**src/rtl/mem_arbiter.sv**
```systemverilog
// mem_arbiter: round-robin arbiter sharing one fixed-latency memory port
// between a fetch requester (I) and a data requester (D).
module mem_arbiter #(
  parameter int unsigned MEM_LAT = 4
) (
  input  logic        clk,
  input  logic        rst,
  input  logic        i_req,
  input  logic [15:0] i_addr,
  output logic [15:0] i_data,
  output logic        i_done,
  output logic        i_stall,
  input  logic        d_req,
  input  logic        d_wr,
  input  logic [15:0] d_addr,
  input  logic [15:0] d_wdata,
  output logic [15:0] d_rdata,
  output logic        d_done,
  output logic        d_stall,
  output logic        mem_en,
  output logic        mem_wr,
  output logic [15:0] mem_addr,
  output logic [15:0] mem_wdata,
  input  logic [15:0] mem_rdata,
  output logic        busy
);

  typedef enum logic [1:0] {
    IDLE,
    BUSY,
    DONE
  } state_t;

  localparam logic [3:0] CNT_INIT = 4'(MEM_LAT - 1);

  state_t      r_state;
  state_t      w_next;
  logic [3:0]  r_cnt;
  logic        r_gnt_d;
  logic        r_last_d;
  logic        r_wr;
  logic [15:0] r_addr;
  logic [15:0] r_wdata;
  logic [15:0] r_idata;
  logic [15:0] r_drdata;
  logic        w_grant;
  logic        w_pick_d;
  logic        w_last;

  // On a tie, D wins unless it was the most recent grant.
  always_comb begin
    w_pick_d = d_req & (~i_req | ~r_last_d);
    w_grant  = (r_state == IDLE) & (i_req | d_req);
    w_last   = (r_cnt == 4'd0);
    w_next   = r_state;
    unique case (r_state)
      IDLE:    if (w_grant) w_next = BUSY;
      BUSY:    if (w_last) w_next = DONE;
      DONE:    w_next = IDLE;
      default: w_next = IDLE;
    endcase
  end

  always_ff @(posedge clk) begin
    if (rst) begin
      r_state  <= IDLE;
      r_cnt    <= 4'd0;
      r_gnt_d  <= 1'b0;
      r_last_d <= 1'b0;
      r_wr     <= 1'b0;
      r_addr   <= 16'h0;
      r_wdata  <= 16'h0;
      r_idata  <= 16'h0;
      r_drdata <= 16'h0;
    end else begin
      r_state <= w_next;
      if (w_grant) begin
        r_gnt_d  <= w_pick_d;
        r_last_d <= w_pick_d;
        r_addr   <= w_pick_d ? d_addr : i_addr;
        r_wr     <= w_pick_d & d_wr;
        r_wdata  <= w_pick_d ? d_wdata : 16'h0;
        r_cnt    <= CNT_INIT;
      end else if (r_state == BUSY) begin
        if (!w_last) begin
          r_cnt <= r_cnt - 4'd1;
        end else if (!r_wr) begin
          if (r_gnt_d) r_drdata <= mem_rdata;
          else         r_idata  <= mem_rdata;
        end
      end
    end
  end

  assign mem_en    = (r_state == BUSY);
  assign mem_wr    = mem_en & r_wr;
  assign mem_addr  = r_addr;
  assign mem_wdata = r_wdata;
  assign busy      = (r_state != IDLE);
  assign i_done    = (r_state == DONE) & ~r_gnt_d;
  assign d_done    = (r_state == DONE) & r_gnt_d;
  assign i_stall   = i_req & ~i_done;
  assign d_stall   = d_req & ~d_done;
  assign i_data    = r_idata;
  assign d_rdata   = r_drdata;

endmodule

```
**config.mk**
```make
export PLATFORM = sky130hd
export DESIGN_NAME = mem_arbiter
export DESIGN_NICKNAME = d
export VERILOG_FILES = /design/src/rtl/mem_arbiter.sv
export SDC_FILE = /design/constraint.sdc
export NUM_CORES = 1
export LEC_CHECK = 0
export CORE_ASPECT_RATIO = 1.4
export CORE_UTILIZATION = 36
export CTS_BUF_LIST = sky130_fd_sc_hd__clkbuf_16
export CTS_CLUSTER_DIAMETER = 200
export DETAILED_ROUTE_END_ITERATION = 7
export PLACE_DENSITY = 0.84
export SETUP_SLACK_MARGIN = 0.02
export SYNTH_ARGS = -nofsm -noshare
export SYNTH_HDL_FRONTEND = slang
export SYNTH_SLANG_ARGS = --single-unit
```
**constraint.sdc**
```tcl
create_clock -name clk -period 2 [get_ports clk]
set_input_delay 0.4 -clock clk [delete_from_list [all_inputs] [get_ports clk]]
set_output_delay 0.4 -clock clk [all_outputs]
set_load 0.05 [all_outputs]
```
# Yosys cells after proc, flatten, opt, wreduce, memory -nomap -nowiden

Index checks and enable logic that the tools add are counted.

Bits in registers: 72
Input port bits: 69
Output and inout bits: 71
Logic and storage cells: 50

$add $sub $neg: 1
Eq/ne operators: 5
Muxes and demuxes: 8
Bitwise gates (word level): 17
Reductions and logical operators: 10

Operators with widths:

| cell                                                                    | count |
|---|---|
| 16-bit two-way mux                                                      | 2 |
| 2-bit two-way mux                                                       | 5 |
| 5-bit AND reduction                                                     | 2 |
| 1-bit bitwise AND                                                       | 8 |
| 1-bit NOT                                                               | 7 |
| 2-bit AND reduction                                                     | 3 |
| 4-bit zero test                                                         | 1 |
| 2-bit inequality test, second input constant                            | 2 |
| 2-bit one-hot mux with 2 select lines                                   | 1 |
| 2-bit nonzero test                                                      | 2 |
| 4-bit by 1-bit subtractor with 4-bit output, second input constant      | 1 |
| 2-bit by 1-bit equality test with 1-bit output, second input constant   | 1 |
| 2-bit equality test, second input constant                              | 1 |
| 2-bit zero test                                                         | 1 |
| 2-bit by 1-bit inequality test with 1-bit output, second input constant | 1 |
| 1-bit OR                                                                | 2 |
| 2-bit OR reduction                                                      | 1 |

# Logic depth before layout (Yosys ltp)

Word-level depth: 4
Mapped depth: 8

# Least setup slack after synthesis

No wires, ideal clock.

Path kind: register to output
Start point: register r_last_d (netlist name)
End point: output d_stall
Arrival time: 2.239 ns
Path slack: -0.639 ns
Stages on the path, launching flop included: 4
Cells stage by stage: dfxtp_1 inv_1 nor3b_1 nor2b_1

RTL lines:

| item          | RTL line | source |
|---|---|---|
| end, declared | 19       | `output logic d_stall,` |

# Final worst setup path

Start point: register r_addr[7] (netlist: mem_addr[7])
End point: output mem_addr[7]

RTL lines:

| item                   | RTL line | source |
|---|---|---|
| start, declared        | 42       | `logic [15:0] r_addr;` |
| start signal, assigned | 80       | `r_addr <= w_pick_d ? d_addr : i_addr;` |
| end, declared          | 22       | `output logic [15:0] mem_addr,` |

No word-level cell between the ends.

==> flow_metrics.py <==
metrics = {
    "logic_synthesis": {
        "synth.cell_area_mm2": 0.002761,
        "ys.warnings.count": 0,
        "syn-num-nets": 330,
        "synth_top_flop_cell": "dfxtp_1",
        "synth.avg_cell_area_um2": 10.62,
        "ys_seq_area_share_pct": 52.20,
        "synth_cell_types": 37,
        "synth_enable_flop_cells": 0,
        "syn_inst": 260,
        "ys_ff_latch": 72,
        "async_flop_share_pct": 0,
    },
    "worst_setup_path": {
        "crit_type": "reg -> out",
        "crit_fanout": 2,
        "cp.arrival_ps": 1520,
        "path_buf_inv": 1,
        "max_stage_delay_ps": 840,
        "crit_slowest_cell": "clkdlybuf4s50_1",
        "crit_path_cell_trace": "clkdlybuf4s50_1",
        "crit_required_ps": 1600,
        "path_delay_family": "buffers and inverters",
        "rrSetupSlack_ps": 100,
        "startpoint_type": "register",
        "endpoint_kind": "primary output",
    },
    "power_and_ir_drop": {
        "swShare_pct": 29.22,
        "power_frac_comb_pct": 25.6,
        "intPower_mw": 3.255,
        "powerDensity_mw_per_mm2": 981.1,
        "p_clk_share_pct": 38.8,
        "ir_drop_mv": 0.6903,
        "p_switching_mw": 1.344,
        "seq_power_share_pct": 35.6,
        "p_leak_nw": 1.885,
    },
    "cells_and_area": {
        "drive_above_1_share_pct": 10.84,
        "final_common_cell": "clkdlybuf4s50_1",
        "final_nets": 472,
        "fill_cells": 581,
        "stdcell_count": 503,
        "final_cell_mix": "132 x clkdlybuf4s50_1, 71 x dfxtp_1, 50 x nand2_1",
        "diodes": 0,
        "area_growth_syn_to_layout_pct": 69.73,
    },
    "clock_tree": {
        "cts_hold_buf": 0,
        "cts_htree_levels": 3,
        "cts_buffer_depth": 2,
        "cts_tree": "yes",
        "clk_latency_ps": 320,
        "clock_sinks": 72,
        "cts_setup_buffers": 0,
        "clockRootBuffer": "clkbuf_16",
        "cts_resized": 0,
        "path_clk_slew_ps": 60,
        "numCtsBuffers": 9,
    },
    "sta": {
        "rsz0062_at_grt": "yes",
        "finalMaxSlewViolations": 0,
        "hold_slack_ps": 457.4,
        "finalSetupViolations": 0,
        "fin_crit_sh_pct": 95.95,
        "period_needed_ps": 1919,
        "hold_viol_final": 0,
        "tightest_slew_ps": 613.6,
        "relSlewSlack_pct": 59.10,
        "skew_ps": 7.956,
        "max_freq_mhz": 521.1,
    },
    "die": {
        "fp.dieH_um": 105.6,
        "rows": 37,
        "io_pins": 140,
        "dieWidth_um": 76.02,
        "core_area_mm2": 0.007407,
        "start_util_pct": 37.28,
        "dieArea_mm2": 0.008030,
    },
    "drt": {
        "wl_um": 7127,
        "vias_per_cell": 4.859,
        "drc": 0,
        "detail_route.wl_per_cell_um": 14.17,
        "vias": 2444,
        "drt_iter0_drc": 53,
        "first_pass_iters": 4,
        "antenna_left": 0,
    },
    "place": {
        "post-place-cells": 488,
        "port_buffers": 139,
        "gp_congestion": 0.7485,
        "dp_hpwl_um": 5282,
    },
    "hold_path": {
        "worst_hold_path_type": "reg -> reg",
    },
    "global_routing": {
        "grt_max_degree": 43,
        "grt_pass1_wl_um": 11850,
        "grt_overflow_total": 0,
        "antenna_found_initial": 0,
        "grt.total_usage_pct": 18.75,
        "grt_pass1_vias": 2504,
    },
    "outcome": {
        "status": "finished, final reports clean",
    },
    "run": {
        "cap_violations": 0,
    },
}
[sequential cells by signal (all words and copies together) (netlist names)]
signal     flops
d_rdata       16
i_data        16
mem_addr      16
mem_wdata     16
r_cnt          4
r_state        2
r_last_d       1
r_wr           1
[metal layers]
metal  wire (um)  track usage, %  up-vias
met5           0               0        -
met4         112           7.005        0
met3         531           6.580        9
met2        3623           33.96      114
met1        2860           19.83     1119
li1            -               -     1202
[power by group through the flow]
stage / combinational, mW / sequential, mW / clock (mW)
floorplan: 0.375 / 1.99 / 0
global placement: 1.15 / 1.66 / 0
detailed placement: 1.17 / 1.66 / 0
CTS: 1.18 / 1.63 / 1.82
global route: 1.24 / 1.65 / 1.90
finish: 1.18 / 1.64 / 1.78
[stage by stage]
step	instance area [um2]	power [mW]	worst slack, ps	utilization (%)	TNS [ps]
2_1_floorplan	2771	2.362	-14.01	-	-14.01
6_report	4687	4.598	81.03	63.28	0
4_1_cts	4672	4.625	39.23	63.07	0
5_1_grt	4687	4.788	-4.392	63.28	-4.392
3_5_place_dp	4337	2.830	81.62	58.55	0
3_3_place_gp	4337	2.808	128.6	58.55	0
[cells in the mapped netlist, types with 2 or more instances]
| cell | number | area share [%] |
|---|---|---|
| dfxtp_1 | 72 | 52 |
| nor2b_1 | 2 | 0.45 |
| nor3b_1 | 3 | 0.82 |
| clkbuf_1 | 10 | 1.4 |
| o21ai_0 | 2 | 0.36 |
| mux2i_1 | 48 | 17 |
| nand3_1 | 2 | 0.36 |
| buf_2 | 4 | 0.72 |
| a22o_1 | 17 | 5.4 |
| o2bb2ai_1 | 16 | 5.1 |
| a21oi_1 | 2 | 0.36 |
| nand2_1 | 50 | 6.8 |
| a21boi_0 | 3 | 0.82 |
| inv_1 | 6 | 0.82 |
[final timing paths]
kind | start | endpoint | depth (start not counted)
worst max-delay path | mem_addr[7] | mem_addr[7] | 1
worst min-delay path | d_rdata[8] | d_rdata[8] | 2
worst max register to register | r_cnt[0] | i_data[7] | 5
worst min register to register | d_rdata[8] | d_rdata[8] | 2
[cells by family after synthesis]
logic type	after synthesis	share of synthesized area, %
and+or+nand+nor	71	12.51
buffers and inverters	25	4.576
DFF	72	52.20
muxes	48	17.40
adders and majority gates	1	0.4530
AOI/OAI and AO/OA	43	12.87
[area by class of cell]
type	instances	area [um2]	area share, %
repair buffers	149	1536	32.78
flip-flops and latches	72	1443	30.78
multi-input cells	163	1225	26.13
clock buffers	9	225.2	4.805
well taps	97	121.4	2.589
clock inverters	6	110.1	2.349
inverters	7	26.28	0.5606
No activity file was read; power rests on OpenSTA's default activity.
==> patch, RTL diff (same settings) <==
The 3 states of `state_t` get a one-hot encoding in 3 bits.
--- a/src/rtl/mem_arbiter.sv
+++ b/src/rtl/mem_arbiter.sv
@@ -26,8 +26,8 @@
 );
 
-  typedef enum logic [1:0] {
-    IDLE,
-    BUSY,
-    DONE
+  typedef enum logic [2:0] {
+    IDLE = 3'b001,
+    BUSY = 3'b010,
+    DONE = 3'b100
   } state_t;
 
Function: no difference found for any inputs over 10 cycles, from zero or initial values and one cycle with rst high; not proved beyond that.
==> patch against the unedited design <==
Final area increased by 5.9%. Synthesized area increased by 11%. Global-route usage increased by 1.8 points. Total power decreased by 1.8%. Fmax decreased by 0.64%. Routed wire length increased by 26%. Sequential cell count increased by 1. Worst setup slack got worse by 0.012 ns. Largest power group unchanged. Highest routed layer unchanged.
==> patch: results (changes against the unedited design) <==
status finished clean (unchanged); worst min path class input port to flop (was flop to flop); sequential power share 0.359 (was 0.356); layout cells sized above 1 0.145 (was 0.108); Final GP Congestion 0.834 (was 0.749); P_leak 1.81 nW (was 1.89 nW); global-route wire length before repair 14.2 mm (was 11.9 mm); Post-synth top cells dfxtp_1 (73), a21oi_1 (33), nand4_1 (32), o31ai_1 (32), clkbuf_1 (25) (was dfxtp_1 (72), nand2_1 (50), mux2i_1 (48), a22o_1 (17), o2bb2ai_1 (16)); final non-filler cell total 557 (was 503); ranking of synthesized cells by area dfxtp_1 (48%), o31ai_1 (7.8%), nand4_1 (6.5%) (was dfxtp_1 (52%), mux2i_1 (17%), nand2_1 (6.8%)); worst clock skew 0.00425 ns (was 0.00796 ns); Clk. pwr 1.70 mW (was 1.78 mW); Skew-Pair Late Insertion Delay 0.32 ns (about the same); Place WS -0.109 ns (was 0.0816 ns); Post-Syn Nets 394 (was 330); crit-path max FO 19 (was 2); Mapped Cells 324 (was 260); HPWL after DPL 6.47 mm (was 5.28 mm); Power Internal 3.11 mW (was 3.25 mW); initial DRC count 192 (was 53); register area share after synthesis 0.475 (was 0.522); largest net degree at the start of global routing 38 (was 43); Placed Area 0.00463 mm2 (was 0.00434 mm2); Ys Warns 0 (unchanged); fill count 701 (was 581); Crit path max-delay family buffers and inverters (unchanged); vias in the first global route 2970 (was 2504); Slowest Stage Delay on Critical Path 0.40 ns (was 0.84 ns); cell with the largest stage delay on the worst path or3b_4 (was clkdlybuf4s50_1); Vias 3106 (was 2444); VDD IR-drop max 637 uV (was 690 uV); dpl cells 539 (was 488); CTS Buffer Depth 2 (unchanged); drt total wl 8.95 mm (was 7.13 mm); clk root buf clkbuf_16 (unchanged); Final Net Count 520 (was 472); switching pwr 1.41 mW (was 1.34 mW); Tot GR Track Use 0.205 (was 0.187); Synth Flop Type dfxtp_1 (unchanged); drt pass-1 iters 5 (was 4); worst rel slew slack 0.346 (was 0.591); ys async rst share 0 (unchanged); critical path arrival 1.53 ns
==> patch: final cells by class <==
| cell class | count | area (um2) | share of cell area |
|---|---|---|---|
| multi-input combinational | 205 | 1450 | 0.293 |
| tap | 102 | 128 | 0.0257 |
| sequential | 73 | 1460 | 0.295 |
| timing repair buffer | 156 | 1580 | 0.319 |
| inverter | 5 | 18.8 | 0.00378 |
| clock inverter | 7 | 93.8 | 0.0189 |
| clock buffer | 9 | 225 | 0.0454 |
==> patch: cell families (layout without fill, tap and decap cells) <==
family,count (synthesis),after routing,share of synthesized area
AOI/OAI and AO/OA,126,126,0.278
DFF,73,73,0.475
and+or+nand+nor,62,62,0.125
buffers and inverters,46,177,0.0655
muxes,16,16,0.0521
adders and majority gates,1,1,0.00407
==> patch: path summary, 6_finish.rpt <==
check | from | end | slack (ns) | depth (start not counted)
worst max-delay path | r_state[1] | mem_en | 0.07 | 4
worst min-delay path | rst | r_state[0] | 0.35 | 3
worst max register to register | r_cnt[0] | r_cnt[1] | 0.21 | 6
worst min register to register | i_data[3] | i_data[3] | 0.47 | 2
==> patch: metal layers <==
metal / vias to the layer above / track usage / part of all wire
li1: 1501 / - / -
met1: 1456 / 0.237 / 0.38
met2: 135 / 0.359 / 0.53
met3: 14 / 0.0475 / 0.066
met4: 0 / 0.0810 / 0.021
met5: - / 0 / 0
==> patch: worst register-to-register path, stage by stage (launching register included) <==
cell	delay, ns
dfxtp_1	0.32
inv_1	0.07
ha_1	0.21
or3b_2	0.49
buf_12	0.19
a211o_1	0.30
o311ai_0	0.10
==> patch: what timing repair did <==
| action | in CTS | in global routing |
|---|---|---|
| resized for setup | 2 | 1 |
| buffers inserted | 0 | 2 |
| endpoints found under the setup margin | 2 | 2 |
